<file path="config.mk">
export PLATFORM = sky130hd
export DESIGN_NAME = pair_compare_sequencer
export DESIGN_NICKNAME = d
export VERILOG_FILES = /design/src/rtl/pair_compare_sequencer.sv
export SDC_FILE = /design/constraint.sdc
export NUM_CORES = 1
export LEC_CHECK = 0
export ABC_AREA = 1
export CORE_MARGIN = 4
export CORE_UTILIZATION = 54
export DETAILED_ROUTE_END_ITERATION = 7
export GPL_TIMING_DRIVEN = 0
export PLACE_DENSITY = 0.8
export SYNTH_ARGS = -nofsm -noshare
export SYNTH_HDL_FRONTEND = slang
export SYNTH_SLANG_ARGS = --single-unit
</file>
<file path="constraint.sdc">
create_clock -name clock_i -period 2.8 [get_ports clock_i]
set_clock_uncertainty 0.1 [all_clocks]
set_input_delay 0.56 -clock clock_i [delete_from_list [all_inputs] [get_ports clock_i]]
set_output_delay 0.56 -clock clock_i [all_outputs]
set_load 0.005 [all_outputs]
</file>
<file path="src/rtl/pair_compare_sequencer.sv">
// rtl/pair_compare_sequencer.sv - serial two-bits-per-cycle magnitude comparator controller
// Walks operand pairs MSB first through a 4-bit comparator and stops at the first unequal pair.

module pair_comparator (
  input  logic [3:0] abcd_i,
  output logic [2:0] xyz_o
);
  always_comb begin
    if (abcd_i[3:2] > abcd_i[1:0])       xyz_o = 3'b100;
    else if (abcd_i[3:2] == abcd_i[1:0]) xyz_o = 3'b010;
    else                                 xyz_o = 3'b001;
  end
endmodule

module pair_compare_sequencer #(
  parameter int WIDTH = 8
) (
  input  logic                              clock_i,
  input  logic                              reset_n_i,
  input  logic                              start_i,
  input  logic [WIDTH-1:0]                  a_i,
  input  logic [WIDTH-1:0]                  b_i,
  output logic                              busy_o,
  output logic                              done_o,
  output logic                              greater_o,
  output logic                              equal_o,
  output logic                              less_o,
  output logic [$clog2(WIDTH/2+1)-1:0]      pairs_used_o
);
  localparam int NPAIRS = WIDTH / 2;
  localparam int PW     = $clog2(NPAIRS + 1);
  localparam int IW     = (NPAIRS > 1) ? $clog2(NPAIRS) : 1;

  typedef enum logic [1:0] {S_IDLE, S_COMPARE, S_DONE} state_t;

  state_t           state_q, state_d;
  logic [WIDTH-1:0] a_q, a_d, b_q, b_d;
  logic [IW-1:0]    idx_q, idx_d;
  logic             greater_q, greater_d, equal_q, equal_d, less_q, less_d;
  logic [PW-1:0]    used_q, used_d;
  logic [1:0]       a_pair, b_pair;
  logic [2:0]       xyz;

  // Pair mux written as a loop so the index never needs a width-cast multiply.
  always_comb begin
    a_pair = '0;
    b_pair = '0;
    for (int i = 0; i < NPAIRS; i++) begin
      if (idx_q == IW'(i)) begin
        a_pair = a_q[2*i +: 2];
        b_pair = b_q[2*i +: 2];
      end
    end
  end

  pair_comparator u_cmp (
    .abcd_i ({a_pair, b_pair}),
    .xyz_o  (xyz)
  );

  always_comb begin
    state_d   = state_q;
    a_d       = a_q;
    b_d       = b_q;
    idx_d     = idx_q;
    greater_d = greater_q;
    equal_d   = equal_q;
    less_d    = less_q;
    used_d    = used_q;
    case (state_q)
      S_IDLE: begin
        if (start_i) begin
          a_d       = a_i;
          b_d       = b_i;
          idx_d     = IW'(NPAIRS - 1);
          greater_d = 1'b0;
          equal_d   = 1'b0;
          less_d    = 1'b0;
          used_d    = '0;
          state_d   = S_COMPARE;
        end
      end
      S_COMPARE: begin
        used_d = used_q + PW'(1);
        case (xyz)
          3'b100: begin greater_d = 1'b1; state_d = S_DONE; end
          3'b001: begin less_d    = 1'b1; state_d = S_DONE; end
          // Anything not strictly greater/less counts as an equal pair.
          default: begin
            if (idx_q == '0) begin
              equal_d = 1'b1;
              state_d = S_DONE;
            end else begin
              idx_d = idx_q - IW'(1);
            end
          end
        endcase
      end
      S_DONE:  state_d = S_IDLE;
      default: state_d = S_IDLE;
    endcase
  end

  always_ff @(posedge clock_i or negedge reset_n_i) begin
    if (!reset_n_i) begin
      state_q   <= S_IDLE;
      a_q       <= '0;
      b_q       <= '0;
      idx_q     <= '0;
      greater_q <= 1'b0;
      equal_q   <= 1'b0;
      less_q    <= 1'b0;
      used_q    <= '0;
    end else begin
      state_q   <= state_d;
      a_q       <= a_d;
      b_q       <= b_d;
      idx_q     <= idx_d;
      greater_q <= greater_d;
      equal_q   <= equal_d;
      less_q    <= less_d;
      used_q    <= used_d;
    end
  end

  assign busy_o       = (state_q == S_COMPARE);
  assign done_o       = (state_q == S_DONE);
  assign greater_o    = greater_q;
  assign equal_o      = equal_q;
  assign less_o       = less_q;
  assign pairs_used_o = used_q;
endmodule

</file>
# Yosys cells after proc, flatten, opt, wreduce, memory -nomap -nowiden
# Index checks and enable logic that the tools add are counted.
word_totals:
  regBits: 26
  wordCells: 65
op_classes:
  addsub: 2
  order_cmp: 1
  n_eq_ne: 15
  n_mux: 28
  reduce_logical: 11
ops:
  columns: ["op", "n"]
  rows:
  - ["$mux 2", 15]
  - ["$pmux 2 s2", 2]
  - ["$reduce_and 4->1", 2]
  - ["$eq 2x2->1 const B", 3]
  - ["$mux 3", 2]
  - ["$ne 2x1->1 const B", 3]
  - ["$ne 2x2->1 const B", 3]
  - ["$pmux 1 s2", 3]
  - ["$pmux 3 s2", 1]
  - ["$reduce_and 2->1", 3]
  - ["$reduce_and 3->1", 2]
  - ["$mux 1", 5]
  - ["$eq 2x1->1 const B", 2]
  - ["$logic_not 2->1", 2]
  - ["$add 3x1->3 const B", 1]
  - ["$eq 3x1->1 const B", 1]
  - ["$eq 3x3->1 const B", 1]
  - ["$ne 3x2->1 const B", 1]
  - ["$eq 2x2->1", 1]
  - ["$gt 2x2->1", 1]
  - ["$reduce_bool 2->1", 1]
  - ["$reduce_or 2->1", 1]
  - ["$sub 2x1->2 const B", 1]

# Longest topological paths before layout
# Gate-level depths: netlist (run 1).
depth:
  word_depth: 12
  mapped_depth: 14

# Cells and area by module
# Synthesis (run 1) repeated with hierarchy kept, for this count alone.
unflattened:
  cells_unflattened: 180
  hier_area_um2: 1375.1
modules_own_cells:
  columns: ["module", "n_inst", "cells_per_inst", "area_per_inst_um2", "seq_area_each_um2"]
  rows:
  - ["pair_compare_sequencer", 1, 168, 1302.5, 650.6]
  - ["pair_comparator", 1, 12, 72.6, 0.0]

# Worst setup path after synthesis (run 1)
# No wires, ideal clock.
synth_path:
  path_kind: "register to register"
  from: "register idx_q[0]"
  to: "register idx_q[0]"
  arrival_time_ps: 1692
  required_ps: 2583
  setup_slack_ps: 892
  stages_incl_launch_ff: 14
  n_path_buf: 0
  period_less_slack_ps: 1908
  path_cell_list: "dfrtp_1 > inv_1 > ha_1 > inv_1 > nor2_1 > nor2_1 > a21boi_0 > ha_1 > nand2_1 > inv_1 > nand3_4 > nand2_4 > nand2_1 > nand2_1"
synth_between:
  elab_chain_cells: 12
synth_lines:
  columns: ["item", "line_no", "rtl"]
  rows:
  - ["start, declared", "38", "logic [IW-1:0] idx_q, idx_d;"]
  - ["start signal, assigned", "118", "idx_q <= idx_d;"]
  - ["$logic_not 2->1", "49, 90", null]
  - ["$mux 2 (4 in a row)", "49", "if (idx_q == IW'(i)) begin"]
  - ["$eq 2x2->1", "10", "else if (abcd_i[3:2] == abcd_i[1:0]) xyz_o = 3'b010;"]
  - ["$mux 2", "10", null]
  - ["$mux 3", "9", "if (abcd_i[3:2] > abcd_i[1:0]) xyz_o = 3'b100;"]
  - ["$eq 3x1->1 / $eq 3x3->1 (equally long branches)", "85", "case (xyz)"]
  - ["$reduce_or 2->1 (no line)", null, null]
  - ["$ne 2x2->1 (no line)", null, null]
  - ["$reduce_and 4->1 (no line)", null, null]
# Several ways; a longest one is shown, not always the timed one. The select of a mux whose other input is x is not followed.
# A chain may end at the register's enable or synchronous reset.

# Worst setup path in the final report (run 1)
layout_path:
  from: "register state_q[0]"
  to: "output port busy_o"
layout_between:
  elab_chain_cells: 1
layout_lines:
  columns: ["item", "line_no", "rtl"]
  rows:
  - ["start, declared", "36", "state_t state_q, state_d;"]
  - ["start signal, assigned", "115", "state_q <= state_d;"]
  - ["$eq 2x1->1", "126", "assign busy_o = (state_q == S_COMPARE);"]
  - ["end, declared", "23", "output logic busy_o,"]
# No other way between the ends.

==> out/metrics.cfg, run 1 <==
[timing]
hold_viol = 0
rsz0062_at_grt = no
max_freq_mhz = 435
tns_ps = 0
tightestPinTransition_ps = 1100
period_needed_ps = 2300
slew_violations = 0
setup_viol = 0
timing.final.crit_share = 0.822
relSlewSlack = 0.264

[floorplan]
io_pins = 27
rows = 17
die_area_um2 = 3320
dieWidth_um = 57.6
initial_core_util = 0.583
die_y_um = 57.6
coreArea_um2 = 2280

[placed_design]
gp_congestion = 0.890
dpl.cell_count = 219
dp_hpwl_um = 2030
portBuffers = 26

[detailed_routing]
wl_um = 2600
drc_errors = 0
drt_iter0_drc = 32
wl_per_cell_um = 11.6
dr.pass1.iters = 4
antenna_left = 0
vias_per_cell = 5.00
vias = 1115

[pwr]
ir_drop_v = 0.000866
switching_share = 0.415
pwr-share-seq = 0.362
p_comb_frac = 0.502
clockPowerShare = 0.137
p_sw_mw = 0.786
power.density_nw_per_um2 = 1130
power.leakage_nw = 0.879
power_mw = 1.89
p_int_mw = 1.11

[final_layout]
final_core_util = 0.736
diodes = 0
finalNonFillerCells = 223
drive_gt1_frac = 0.0769
fillers = 173
areaGrowthSynthToFinish_pct = 26.2
finalNetCount = 222

[clock_tree]
ctsLongestPathBuffers = 2
ctsHoldBuffers = 0
clk_pin_slew_ps = 150
cts_setup_buffers = 0
cts_sinks = 26
insertion_delay_ps = 330
cts_made_buffers = 3
cts.htree.levels = 1
ctsResizeCount = 0
cts-root-buf = clkbuf_4
tritoncts = yes

[synthesis]
avgSynthCellArea_um2 = 8.05
synth_edf_count = 0
synth_common_cells = nand2_1, dfrtp_1, nand3_1, inv_1, nor2_1
syn_inst = 165
ys.flop_type = dfrtp_1
async_flop_share = 1.00
yosysTopAreaCellShare = 0.490
yosysSeqAreaShare = 0.490
synth_fp_nets = 191
synth_cell_types = 20
synth_largest_area_cell = dfrtp_1
yosys-top-cells-area = dfrtp_1, nand2_1, ha_1
syn-cell-area_um2 = 1330
synth_seq_cells = 26
synthMostInstantiatedCell = nand2_1
yosysWarnings = 0

[global_routing]
grt_overflow_total = 0
antenna_found_initial = 0
grt_use_total = 0.180
grt_max_degree = 27
grt_pass1_wl_um = 4770
grt_pass1_vias = 1106

[worst_setup_path]
path_class = register to output port
crit_path_end_kind = output port
cp_max_fo = 9
startpoint_type = register
cp.arrival_ps = 1640
crit_required_ps = 2140

[worst_hold_path]
hold_class = register to register

[run_status]
status = finished, final reports clean

[job]
drv_cap = 0

==> metrics by stage <==
| stage | setup WS [ps] | hold slack, ps | cell area, um^2 |
|---|---|---|---|
| 2_1_floorplan | 892 | 164 | 1330 |
| 3_3_place_gp | 698 | 362 | 1620 |
| 3_5_place_dp | 623 | 369 | 1620 |
| 4_1_cts | 486 | 400 | 1680 |
| 5_1_grt | 366 | 424 | 1680 |
| 6_report | 499 | 392 | 1680 |
==> layer usage <==
layer  wire length (um)  vias up  GRT usage
met2               1290       32      0.313
met4                 23        0     0.0364
met5                  0        -          0
met1               1160      506      0.223
li1                   -      573          -
met3                131        4     0.0498
==> path summary, 6_finish.rpt <==
path,startpoint,endpoint,slack (ps),cells past startpoint
setup / recovery,state_q[0],busy_o,500,3
hold / removal,equal_o,equal_o,390,2
setup reg to reg,idx_q[0],idx_q[0],590,13
min in group asynchronous,reset_n_i,state_q[1],710,1
max in group asynchronous,reset_n_i,b_q[7],1230,1
hold reg to reg,equal_o,equal_o,390,2
==> cells in the final DEF (no fill, tap or decap), types with 3 or more instances in the layout <==
cell	instances
clkdlybuf4s50_1	26
inv_1	11
a21oi_1	6
nand2_1	76
ha_1	7
nor2_1	9
clkbuf_4	3
nand3_1	12
dfrtp_1	26
==> kinds of logic after synthesis <==
group	synth area share
buf+inv	0.0584
flops	0.490
fa+ha+maj	0.0660
compound gates	0.0452
simple gates	0.334
xor+xnor	0.00660
==> power by group through the flow <==
stage	registers [mW]	clock network, mW	logic [mW]
floorplan	0.661	0	0.689
global placement	0.684	0	0.922
detailed placement	0.689	0	0.958
CTS	0.686	0.263	0.962
global route	0.713	0.286	1.10
finish	0.685	0.259	0.949
==> registers in the layout, summed over array words and instances, names as in the netlist <==
register      flops
a_q               8
b_q               8
pairs_used_o      3
idx_q             2
state_q           2
equal_o           1
greater_o         1
less_o            1
==> cell type report <==
| class | instances | area, um^2 | area share |
|---|---|---|---|
| flip-flops and latches | 26 | 651 | 0.388 |
| multi-input cells | 122 | 599 | 0.358 |
| repair buffers | 26 | 260 | 0.155 |
| inverters | 13 | 48.8 | 0.0291 |
| well taps | 28 | 35.0 | 0.0209 |
| clock inverters | 1 | 30.0 | 0.0179 |
| plain buffers | 4 | 28.8 | 0.0172 |
| clock buffers | 3 | 22.5 | 0.0134 |
==> worst max-delay path, stage by stage (launching register included) <==
cell and delay [ps]:
dfrtp_1 470, inv_2 70, nor2_4 220, clkdlybuf4s50_1 560
(Power assumes the default switching activity.)
==> run 2: changes to the inputs <==
--- a/config.mk
+++ b/config.mk
@@ -7,10 +7,10 @@
 export LEC_CHECK = 0
 export ABC_AREA = 1
 export CORE_MARGIN = 4
-export CORE_UTILIZATION = 54
+export CORE_UTILIZATION = 50
 export DETAILED_ROUTE_END_ITERATION = 7
 export GPL_TIMING_DRIVEN = 0
-export PLACE_DENSITY = 0.8
+export PLACE_DENSITY = 0.75
 export SYNTH_ARGS = -nofsm -noshare
 export SYNTH_HDL_FRONTEND = slang
 export SYNTH_SLANG_ARGS = --single-unit
==> constraint.sdc (replaced) <==
create_clock -name clock_i -period 2.3 [get_ports clock_i]
set_clock_uncertainty 0.1 [all_clocks]
set_input_delay 0.46 -clock clock_i [delete_from_list [all_inputs] [get_ports clock_i]]
set_output_delay 0.46 -clock clock_i [all_outputs]
set_load 0.005 [all_outputs]
==> run 2 against run 1 <==
Net effect: setup slack got worse by 370 ps; core utilization decreased by 6.5 points; via count about the same; critical endpoint unchanged; largest cell class unchanged.
==> out/metrics.cfg, run 2 (synthesis results as in run 1) <==
[run_status]
status = finished, final reports clean

[clock_tree]
cts_made_buffers = 3
clk_pin_slew_ps = 120
cts_sinks = 26
ctsHoldBuffers = 0
cts-root-buf = clkbuf_4
ctsLongestPathBuffers = 2
tritoncts = yes
insertion_delay_ps = 320
cts.htree.levels = 1

[final_layout]
fillers = 213
diodes = 0
layout_common_cells = nand2_1, clkdlybuf4s50_1, dfrtp_1
final_common_cell = nand2_1
finalNetCount = 225
drive_gt1_frac = 0.102
areaGrowthSynthToFinish_pct = 26.3
multi_input_area_um2 = 604
regArea_um2 = 652

[timing]
fin_hold_ws_ps = 393
relSlewSlack = 0.235
tns_ps = 0
hold_viol = 0
timing.final.crit_share = 0.943
max_freq_mhz = 461
setup_viol = 0
tightestPinTransition_ps = 1140
period_needed_ps = 2170
slew_violations = 0

[floorplan]
initial_core_util = 0.531
die_y_um = 59.5
rows = 18
dieWidth_um = 59.5
die_area_um2 = 3540
io_pins = 27
coreArea_um2 = 2500

[global_routing]
grt_pass1_wl_um = 4600
grt_use_total = 0.172
grt_overflow_total = 0
antenna_found_initial = 0
grt_pass1_vias = 1073
grt_max_degree = 27

[worst_setup_path]
crit_required_ps = 1740
startpoint_type = register
cpPeakStageDelay_ps = 550
cp_max_fo = 9
cp_top_family = buffers and inverters
crit_path_end_kind = output port
path_class = register to output port
slowest_stage = clkdlybuf4s50_1
cp.arrival_ps = 1610
worstPathCellList = inv_2 > nor2_4 > clkdlybuf4s50_1
cp_num_buf_inv = 2

[pwr]
p_int_mw = 1.27
power.density_nw_per_um2 = 1340
clockPowerShare = 0.084
pwr-share-seq = 0.372
switching_share = 0.433
power_mw = 2.24
ir_drop_v = 0.000830
p_comb_frac = 0.544
power.leakage_nw = 0.876
p_sw_mw = 0.972

[detailed_routing]
drt_iter0_drc = 28
wl_per_cell_um = 12.1
vias = 1114
dr.pass1.iters = 4
antenna_left = 0
wl_um = 2760
drc_errors = 0
vias_per_cell = 4.91

[placed_design]
gp_congestion = 0.771
portBuffers = 26
dp_hpwl_um = 2090

[worst_hold_path]
hold_class = register to register

[job]
drv_cap = 0

## run 2: path summary, 6_finish.rpt
check	slack [ps]	to	cells past startpoint	startpoint
setup / recovery	130	busy_o	3	state_q[0]
hold / removal	390	equal_o	2	equal_o
setup reg to reg	210	idx_q[1]	13	idx_q[0]
hold reg to reg	390	equal_o	2	equal_o
max in group asynchronous	710	idx_q[0]	1	reset_n_i
min in group asynchronous	630	a_q[1]	1	reset_n_i
## run 2: repair_timing
action	in CTS	in global routing
setup buffers	0	3
hold endpoints to repair	0	0
gates resized for setup	0	4
setup endpoints to repair	0	6
## run 2: layer usage
metal  GRT usage  vias up  share of wire
li1            -      580              -
met1       0.217      511           0.47
met2       0.282       18           0.46
met3      0.0305        5          0.046
met4      0.0823        0          0.021
met5           0        -              0
## run 2: layout make-up
class,count,share of cell area
buffer,4,0.0172
clock buffer,3,0.0134
inverter,13,0.0291
multi-input combinational,122,0.360
sequential,26,0.389
tap,30,0.0224
timing repair buffer,29,0.169
## run 2: worst min-delay path: cells and delay by family, from the launching register on
family	cells	cell delay, ps
DFF	1	370
and+or+nand+nor	2	100
## run 2: per-stage QoR
stage               std cells  area (um^2)  utilization  setup slack (ps)
floorplan                 165         1330            -               392
global placement          221         1630        0.650               222
detailed placement        221         1630        0.650               157
CTS                       224         1650        0.659               107
global route              227         1680        0.671             -5.13
finish                    227         1680        0.671               132
## run 2: power groups by stage
stage                     clock [mW]  combinational, mW  sequential, mW
after floorplan                    0              0.839           0.805
after global placement             0               1.13           0.833
after detailed placement           0               1.18           0.842
after CTS                      0.196               1.18           0.832
after global routing           0.211               1.43           0.866
final                          0.189               1.22           0.834
==> run 3: changes to the inputs <==
--- a/config.mk
+++ b/config.mk
@@ -11,6 +11,8 @@
 export DETAILED_ROUTE_END_ITERATION = 7
 export GPL_TIMING_DRIVEN = 0
 export PLACE_DENSITY = 0.75
+export SLEW_MARGIN = 0
 export SYNTH_ARGS = -nofsm -noshare
 export SYNTH_HDL_FRONTEND = slang
+export SYNTH_HIERARCHICAL = 1
 export SYNTH_SLANG_ARGS = --single-unit
==> run 3 against run 2 <==
Net effect: register-to-register slack got worse by 360 ps; count of clock-buffer cells in the layout rose by 1; die area is 3.1% higher; highest routed layer unchanged; largest cell class is now multi-input combinational cells; cell area up 14%; via count rose by 13%; synthesized cell count rose by 9.1%; first-iteration DRC count rose to 3.3 times the previous value; critical path type is now register to register; the run now ends with setup timing left; routed wire length grew 23%.
==> out/metrics.cfg, run 3 <==
[synthesis]
synthMostInstantiatedCell = nand2_1
yosysSeqAreaShare = 0.473
ys.flop_type = dfrtp_1
synth_fp_nets = 206
synth_seq_cells = 26
synth_common_cells = nand2_1, dfrtp_1, inv_1, o21ai_0, nand3_1
yosys-top-cells-area = dfrtp_1, nand2_1, ha_1
async_flop_share = 1.00
synth_cell_types = 19
avgSynthCellArea_um2 = 7.64
syn_inst = 180
syn-cell-area_um2 = 1380
synth_edf_count = 0
synth_largest_area_cell = dfrtp_1
yosysWarnings = 6
yosysTopAreaCellShare = 0.473

[timing]
setup_viol = 5
timing.final.crit_share = 1.07
tns_ps = -494
fin_ws_ps = -151
hold_viol = 0
rsz0062_at_grt = yes
fin_hold_ws_ps = 381
tightestPinTransition_ps = 1130
slew_violations = 0
max_freq_mhz = 408
relSlewSlack = 0.244
period_needed_ps = 2450

[final_layout]
multi_input_area_um2 = 741
finalNetCount = 244
fillers = 194
finalNonFillerCells = 247
regArea_um2 = 652
diodes = 0
drive_gt1_frac = 0.212
areaGrowthSynthToFinish_pct = 38.7
layout_common_cells = nand2_1, clkdlybuf4s50_1, dfrtp_1
final_common_cell = nand2_1

[global_routing]
grt_max_degree = 27
antenna_found_initial = 0
grt_use_total = 0.184
grt_pass1_wl_um = 5080
grt_overflow_total = 0
grt_pass1_vias = 1213

[floorplan]
die_y_um = 60.4
dieWidth_um = 60.4
io_pins = 27
rows = 18
coreArea_um2 = 2540
die_area_um2 = 3650
initial_core_util = 0.540

[clock_tree]
cts_sinks = 26
cts.htree.levels = 1
ctsHoldBuffers = 0
cts_made_buffers = 3
ctsLongestPathBuffers = 2
insertion_delay_ps = 330
tritoncts = yes
clk_pin_slew_ps = 130
cts-root-buf = clkbuf_4

[detailed_routing]
drt_iter0_drc = 91
antenna_left = 0
vias_per_cell = 5.10
wl_um = 3400
vias = 1259
drc_errors = 0
wl_per_cell_um = 13.7
dr.pass1.iters = 5

[run_status]
violations = setup timing
status = complete, but fails checks

[placed_design]
dpl.cell_count = 236
dp_hpwl_um = 2200
gp_congestion = 0.804
portBuffers = 26

[worst_setup_path]
cp_max_fo = 5
crit_path_end_kind = register
path_class = register to register
cp.arrival_ps = 2610
crit_required_ps = 2460
startpoint_type = register

[job]
drv_cap = 0

[worst_hold_path]
hold_class = register to register

run 3: final cells by class:
class                   count  area share
plain buffers               3      0.0144
clock buffers               4      0.0190
inverters                  21      0.0466
multi-input cells         129       0.388
flip-flops and latches     26       0.342
well taps                  30      0.0197
repair buffers             34       0.170
run 3: path summary, 6_finish.rpt:
check | depth (start not counted) | slack (ps) | end | startpoint
max | 16 | -150 | idx_q[0] | idx_q[0]
min | 1 | 380 | pairs_used_o[2] | pairs_used_o[2]
max reg2reg | 16 | -150 | idx_q[0] | idx_q[0]
min reg2reg | 1 | 380 | pairs_used_o[2] | pairs_used_o[2]
max in group asynchronous | 1 | 730 | idx_q[0] | reset_n_i
min in group asynchronous | 1 | 610 | pairs_used_o[0] | reset_n_i
run 3: critical path: stages, from the launching register on:
cell and delay [ps]:
dfrtp_2 480, inv_4 100, ha_4 170, nand3_2 80
a21oi_2 150, o21ai_1 80, nand2_1 60, inv_1 60
ha_4 310, nand2_4 80, a21oi_4 180, inv_2 60
nand3_2 90, nand3_2 110, nand2_2 120, o21ai_1 80
nand2_1 70
run 3: layer usage:
layer  wire (um)  vias up  GRT usage  part of all wire
li1            -      627          -                 -
met1        1430      592      0.230              0.42
met2        1760       34      0.319              0.52
met3         158        6     0.0489             0.047
met4          45        0     0.0464             0.013
met5           0        -          0                 0
run 3: repair_timing:
item / in CTS / in global routing
resized for setup: 18 / 22
endpoints found under the setup margin: 7 / 8
pin swaps: 1 / 15
setup buffers: 4 / 4
run 3: stage by stage:
stage,util,instance area [um^2],setup slack [ps]
floorplan,-,1380,32.5
global placement,0.657,1670,-198
detailed placement,0.657,1670,-262
CTS,0.708,1800,-5.11
global route,0.749,1910,-297
finish,0.749,1910,-151
run 3: kinds of logic (layout without fill, tap and decap cells):
| logic type | Yosys count | in the layout | share of synthesized area |
|---|---|---|---|
| buffers and inverters | 25 | 62 | 0.0801 |
| AND/OR/NAND/NOR | 103 | 103 | 0.311 |
| adder cells (fa/ha/maj) | 7 | 7 | 0.0637 |
| flip-flops | 26 | 26 | 0.473 |
| AO/OA/AOI/OAI | 19 | 19 | 0.0719 |
Power of run 3 is left out: the tool's default activity adds up to more than one toggle a clock period on the data nets, which glitch-free logic cannot reach.
==> edit 1, RTL diff (config.mk and constraints of run 2) <==
`a_q` no longer has a reset.
--- a/src/rtl/pair_compare_sequencer.sv
+++ b/src/rtl/pair_compare_sequencer.sv
@@ -104,7 +104,6 @@
   always_ff @(posedge clock_i or negedge reset_n_i) begin
     if (!reset_n_i) begin
       state_q   <= S_IDLE;
-      a_q       <= '0;
       b_q       <= '0;
       idx_q     <= '0;
       greater_q <= 1'b0;
@@ -113,7 +112,6 @@
       used_q    <= '0;
     end else begin
       state_q   <= state_d;
-      a_q       <= a_d;
       b_q       <= b_d;
       idx_q     <= idx_d;
       greater_q <= greater_d;
@@ -121,6 +119,10 @@
       less_q    <= less_d;
       used_q    <= used_d;
     end
+  end
+
+  always_ff @(posedge clock_i) begin
+    a_q <= a_d;
   end
 
   assign busy_o       = (state_q == S_COMPARE);
Function: no difference found for any inputs over 10 cycles, from zero or initial values and one cycle with reset_n_i low; that may be too few to reach the edited logic, so the function may still have changed.
==> edit 1 against run 2 <==
  * Core utilization is 2.5 points higher
  * Sequential cell count unchanged
  * Area after synthesis shrank 4.3%
  * Design area fell by 3.7%
  * Critical path type unchanged
  * Power fell by 4.1%
  * First-iteration DRC count increased by 21%
  * Cell count fell by 14%
  * Critical endpoint unchanged
  * Routed wire length down 7.0%
  * Worst setup slack better by 0.016 ns
  * Sequential share of layout area is 4.0 points higher
  * Global-route usage grew 0.18 points
  * Synthesized cell count decreased by 16%
==> edit 1: results (changes against run 2) <==
[outcome]
status=complete, no violations

[route]
num_vias=968  ; -13%
route.detailed.wl_per_inst_um=13.08  ; +7.7%
drtPass1Iterations=4  ; unchanged
drt_iter0_drc=34  ; +21%

[synth]
syn_nets=164  ; -14%
synth_compound_area_share_pct=5.911  ; +1.4 points
synth_edf_count=8  ; +8
yosysUniqueCellTypes=21  ; +5.0%
synth_top_flop_cell=dfrtp_1
ys_async_sr_fraction_pct=69.23  ; -31 points
synth_xor_area_share_pct=0.6897  ; +0.030 points
yosysSeqAreaShare_pct=54.38  ; +5.4 points
synth.area.top_cells=dfrtp_1, edfxtp_1, nand2_1
synthTopCellsByCount=nand2_1, dfrtp_1, inv_1
yosys_warnings=0  ; unchanged
synthAdderAreaFrac_pct=6.897  ; +0.30 points

[sta]
slew-limit-headroom_pct=46.54  ; +23 points
fin_worst_hold_slack_ns=0.3994  ; +0.006650 ns
hold_viol=0  ; unchanged

[place]
port_buffers=26  ; unchanged
gp_congestion=0.7929  ; +2.9%
hpwlAfterDp_um=1950  ; -6.7%

[layout]
num-nets-final=195  ; -13%
fillers=186  ; -13%
drive_gt1_share_pct=8.929  ; -1.2 points
diodes=0  ; unchanged

[grt]
antenna_found_initial=0  ; unchanged
grt_start_max_net_pins=19  ; -30%
grt_usage_pct=17.35  ; +0.18 points
grt_pass1_wl_um=4443  ; -3.3%
grt_pass1_vias=977  ; -8.9%

[setup_path]
rr_endpoint=idx_q[0]$_DFFE_PN0P_
startpoint=state_q[0]$_DFFE_PN0P_
timing.rr.start=idx_q[0]$_DFFE_PN0P_
worstRegToRegCells=13  ; unchanged
cp.arrival_ns=1.59  ; -0.02 ns
worstSetupEndpoint=busy_o
cp-end-kind=output port
rrSetupSlack_ns=0.18  ; -0.03 ns
worstPathMaxFanout=8  ; -1

[power]
worst_ir_drop_vdd_v=0.0008405  ; +1.3%
power_leakage_nw=0.7807  ; -11%
p_sw_uw=894.1  ; -8.0%

[clock_tree]
ctsResizeCount=0  ; unchanged
path_clk_slew_ns=0.15  ; +0.03 ns
cts_setup_buffers=0  ; unchanged
cts_root_buffer=clkbuf_4
cts_buffer_depth=2  ; unchanged
clk_latency_ns=0.33
cts_buffers=3  ; unchanged

[min_path]
hp-start=equal_o$_DFFE_PN0P_

-- edit 1: changes by cell type after synthesis, sizes merged --
| cell | delta |
|---|---|
| a21oi | +2 |
| nand3 | -2 |
| inv | +3 |
| edfxtp | +8 |
| o21ai | +1 |
| nor2 | -6 |
| a21boi | -2 |
| or2 | +2 |
| o211ai | +2 |
| dfrtp | -8 |
| buf | -3 |
| nand2 | -24 |
-- edit 1: metal layers --
metal  track usage (%)  part of all wire (%)
met4             6.954                   1.6
met3             4.386                   4.3
met5                 0                     0
met2             29.67                    50
met1             20.73                    44
-- edit 1: cells by family after synthesis --
group | count (synthesis)
simple gates | 73
flops | 26
buf+inv | 17
compound gates | 14
fa+ha+maj | 7
xor+xnor | 1
-- edit 1: how the worst min path moves through the flow --
stage / depth (start not counted) / to
final: 2 / equal_o$_DFFE_PN0P_
after global routing: 2 / equal_o$_DFFE_PN0P_
after CTS: 2 / b_q[3]$_DFFE_PN0P_
after detailed placement: 2 / b_q[3]$_DFFE_PN0P_
after global placement: 2 / equal_o$_DFFE_PN0P_
after floorplan: 0 / b_q[0]$_DFFE_PN0P_
-- edit 1: final cells by class --
type / count / area [um2] / share of cell area [%]
Buffer: 1 / 11.26 / 0.6977
Clock buffer: 4 / 47.55 / 2.946
Inverter: 16 / 60.06 / 3.721
Multi-Input combinational cell: 95 / 508.0 / 31.47
Sequential cell: 26 / 691.9 / 42.87
Tap cell: 28 / 35.03 / 2.171
Timing Repair Buffer: 26 / 260.3 / 16.12
-- edit 1: power by group through the flow --
stage	clock network (mW)	registers (mW)	logic, mW
after floorplan	0	0.775	0.762
after global placement	0	0.791	1.04
after detailed placement	0	0.803	1.09
after CTS	0.282	0.793	1.10
after global routing	0.300	0.817	1.25
final	0.278	0.795	1.08
-- edit 1: through the flow --
step           cell area, um2  utilization [%]  setup slack, ns  std cells
2_1_floorplan            1270                -           0.4453        138
3_3_place_gp             1565            67.51           0.2666        192
5_1_grt                  1614            69.62          0.01483        196
3_5_place_dp             1565            67.51           0.1661        192
6_report                 1614            69.62           0.1480        196
4_1_cts                  1613            69.56           0.1324        196
-- edit 1: worst max-delay path, stage by stage, from the launching register on --
cell and delay (ns):
dfrtp_1 0.48, inv_2 0.09, nor2_8 0.15, clkdlybuf4s50_1 0.53
==> edit 2, RTL diff (config.mk and constraints of run 2) <==
Made on the original files. Set the parameter `WIDTH` to 16 (it was 8).
--- a/src/rtl/pair_compare_sequencer.sv
+++ b/src/rtl/pair_compare_sequencer.sv
@@ -13,7 +13,7 @@
 endmodule
 
 module pair_compare_sequencer #(
-  parameter int WIDTH = 8
+  parameter int WIDTH = 16
 ) (
   input  logic                              clock_i,
   input  logic                              reset_n_i,
Interface: changed (resized a_i, b_i and pairs_used_o); port bits go from 27 to 44. The function was not compared with the original's and may differ.
==> edit 2 against run 2 <==
  * Worst setup slack lost 0.22 ns
  * Power increased by 76%
  * Via count grew 79%
  * Area after synthesis is 72% higher
  * Routed wire length increased by 89%
  * The flow now finishes with violations (negative setup slack)
  * Sequential cell count grew 18
  * Critical endpoint is now equal_o$_DFFE_PN0P_
  * Design area grew 86%
==> edit 2: results (changes against run 2) <==
[clock_tree]
cts_setup_buffers=6  ; +6
path_clk_slew_ns=0.08  ; -0.04 ns
cts_buffers=5  ; +2
cts_root_buffer=clkbuf_8
clk_latency_ns=0.30  ; -0.02 ns
cts_max_level=2  ; +1
ctsResizeCount=18  ; +18

[synth]
yosysSeqAreaShare_pct=48.30  ; -0.71 points
synth.area.top_cells=dfrtp_1, nand2_1, ha_1
yosysUniqueCellTypes=28  ; +40%
synth_xor_area_share_pct=0.3842  ; -0.28 points
synth_compound_area_share_pct=6.092  ; +1.6 points
syn_nets=333  ; +74%
ys_async_sr_fraction_pct=100.0  ; unchanged
synthAdderAreaFrac_pct=4.391  ; -2.2 points
syn_avg_cell_area_um2=7.861  ; -2.3%
synthTopCellsByCount=nand2_1, dfrtp_1, inv_1

[outcome]
status=finished, violations left
violations=negative setup slack

[route]
drt-total-wl_um=5221  ; +89%
via_per_inst=4.948  ; +0.82%
num_vias=1994  ; +79%
drt_iter0_drc=67  ; +140%

[sta]
setup_viol=2  ; +2
fin_setup_tns_ns=-0.1440  ; -0.1440 ns
worst_slack_ns=-0.08663  ; -0.2185 ns
slew-limit-headroom_pct=63.83  ; +40 points

[setup_path]
worstPathMaxFanout=5  ; -4
crit_family=simple AND/OR/NAND/NOR gates
cp_slowest_stage_delay_ns=0.42  ; -0.13 ns
rrSetupSlack_ns=-0.09  ; -0.30 ns
cp.arrival_ns=2.47  ; +0.86 ns
worstSetupEndpoint=equal_o$_DFFE_PN0P_
startpoint=idx_q[1]$_DFFE_PN0P_
timing.rr.start=idx_q[1]$_DFFE_PN0P_
worstRegToRegCells=17  ; +4

[place]
dpl_worst_slack_ns=-0.3673  ; -0.5247 ns
dpl_cell_area_mm2=0.002798  ; +72%
hpwlAfterDp_um=3608  ; +73%
port_buffers=43  ; +65%
gp_congestion=0.8332  ; +8.1%

[grt]
grt_pass1_wl_um=8418  ; +83%
grt_start_max_net_pins=24  ; -11%
grt_pass1_vias=1861  ; +73%

[power]
clkPwrFrac_pct=17.4  ; +9.0 points
p_seq_share_pct=33.9  ; -3.3 points
power_leakage_nw=1.587  ; +81%
pg_seq_mw=1.34  ; +61%
worst_ir_drop_vdd_v=0.0006339  ; -24%
p_int_mw=2.423  ; +90%

[layout]
fillers=345  ; +62%
drive_gt1_share_pct=19.94  ; +9.8 points
num-nets-final=394  ; +75%

[min_path]
hold_path.class=in -> async

-- edit 2: cell types whose count changed after synthesis, moves of 2 or more --
cell	change
nand2_2	+5
nand3_1	+7
nand2_1	+56
a21oi_1	-2
buf_4	+2
o21ai_2	+2
a21oi_2	+2
a21boi_0	-2
dfrtp_1	+18
nor2_1	+8
inv_1	+13
o21ai_0	+6
-- edit 2: layout make-up --
cell class | count | area (um2) | area share (%)
multi-input combinational | 212 | 1134 | 36.40
sequential | 44 | 1101 | 35.36
timing repair buffer | 54 | 528.0 | 16.95
inverter | 27 | 108.9 | 3.495
clock buffer | 5 | 68.82 | 2.210
tap | 52 | 65.06 | 2.089
clock inverter | 2 | 60.06 | 1.928
buffer | 7 | 48.80 | 1.567
-- edit 2: metal layers --
metal	vias up	part of all wire, %	track usage [%]
met3	11	5.6	3.694
met4	0	1.8	6.796
met1	914	45	25.25
li1	1018	-	-
met5	-	0	0
met2	51	48	32.50
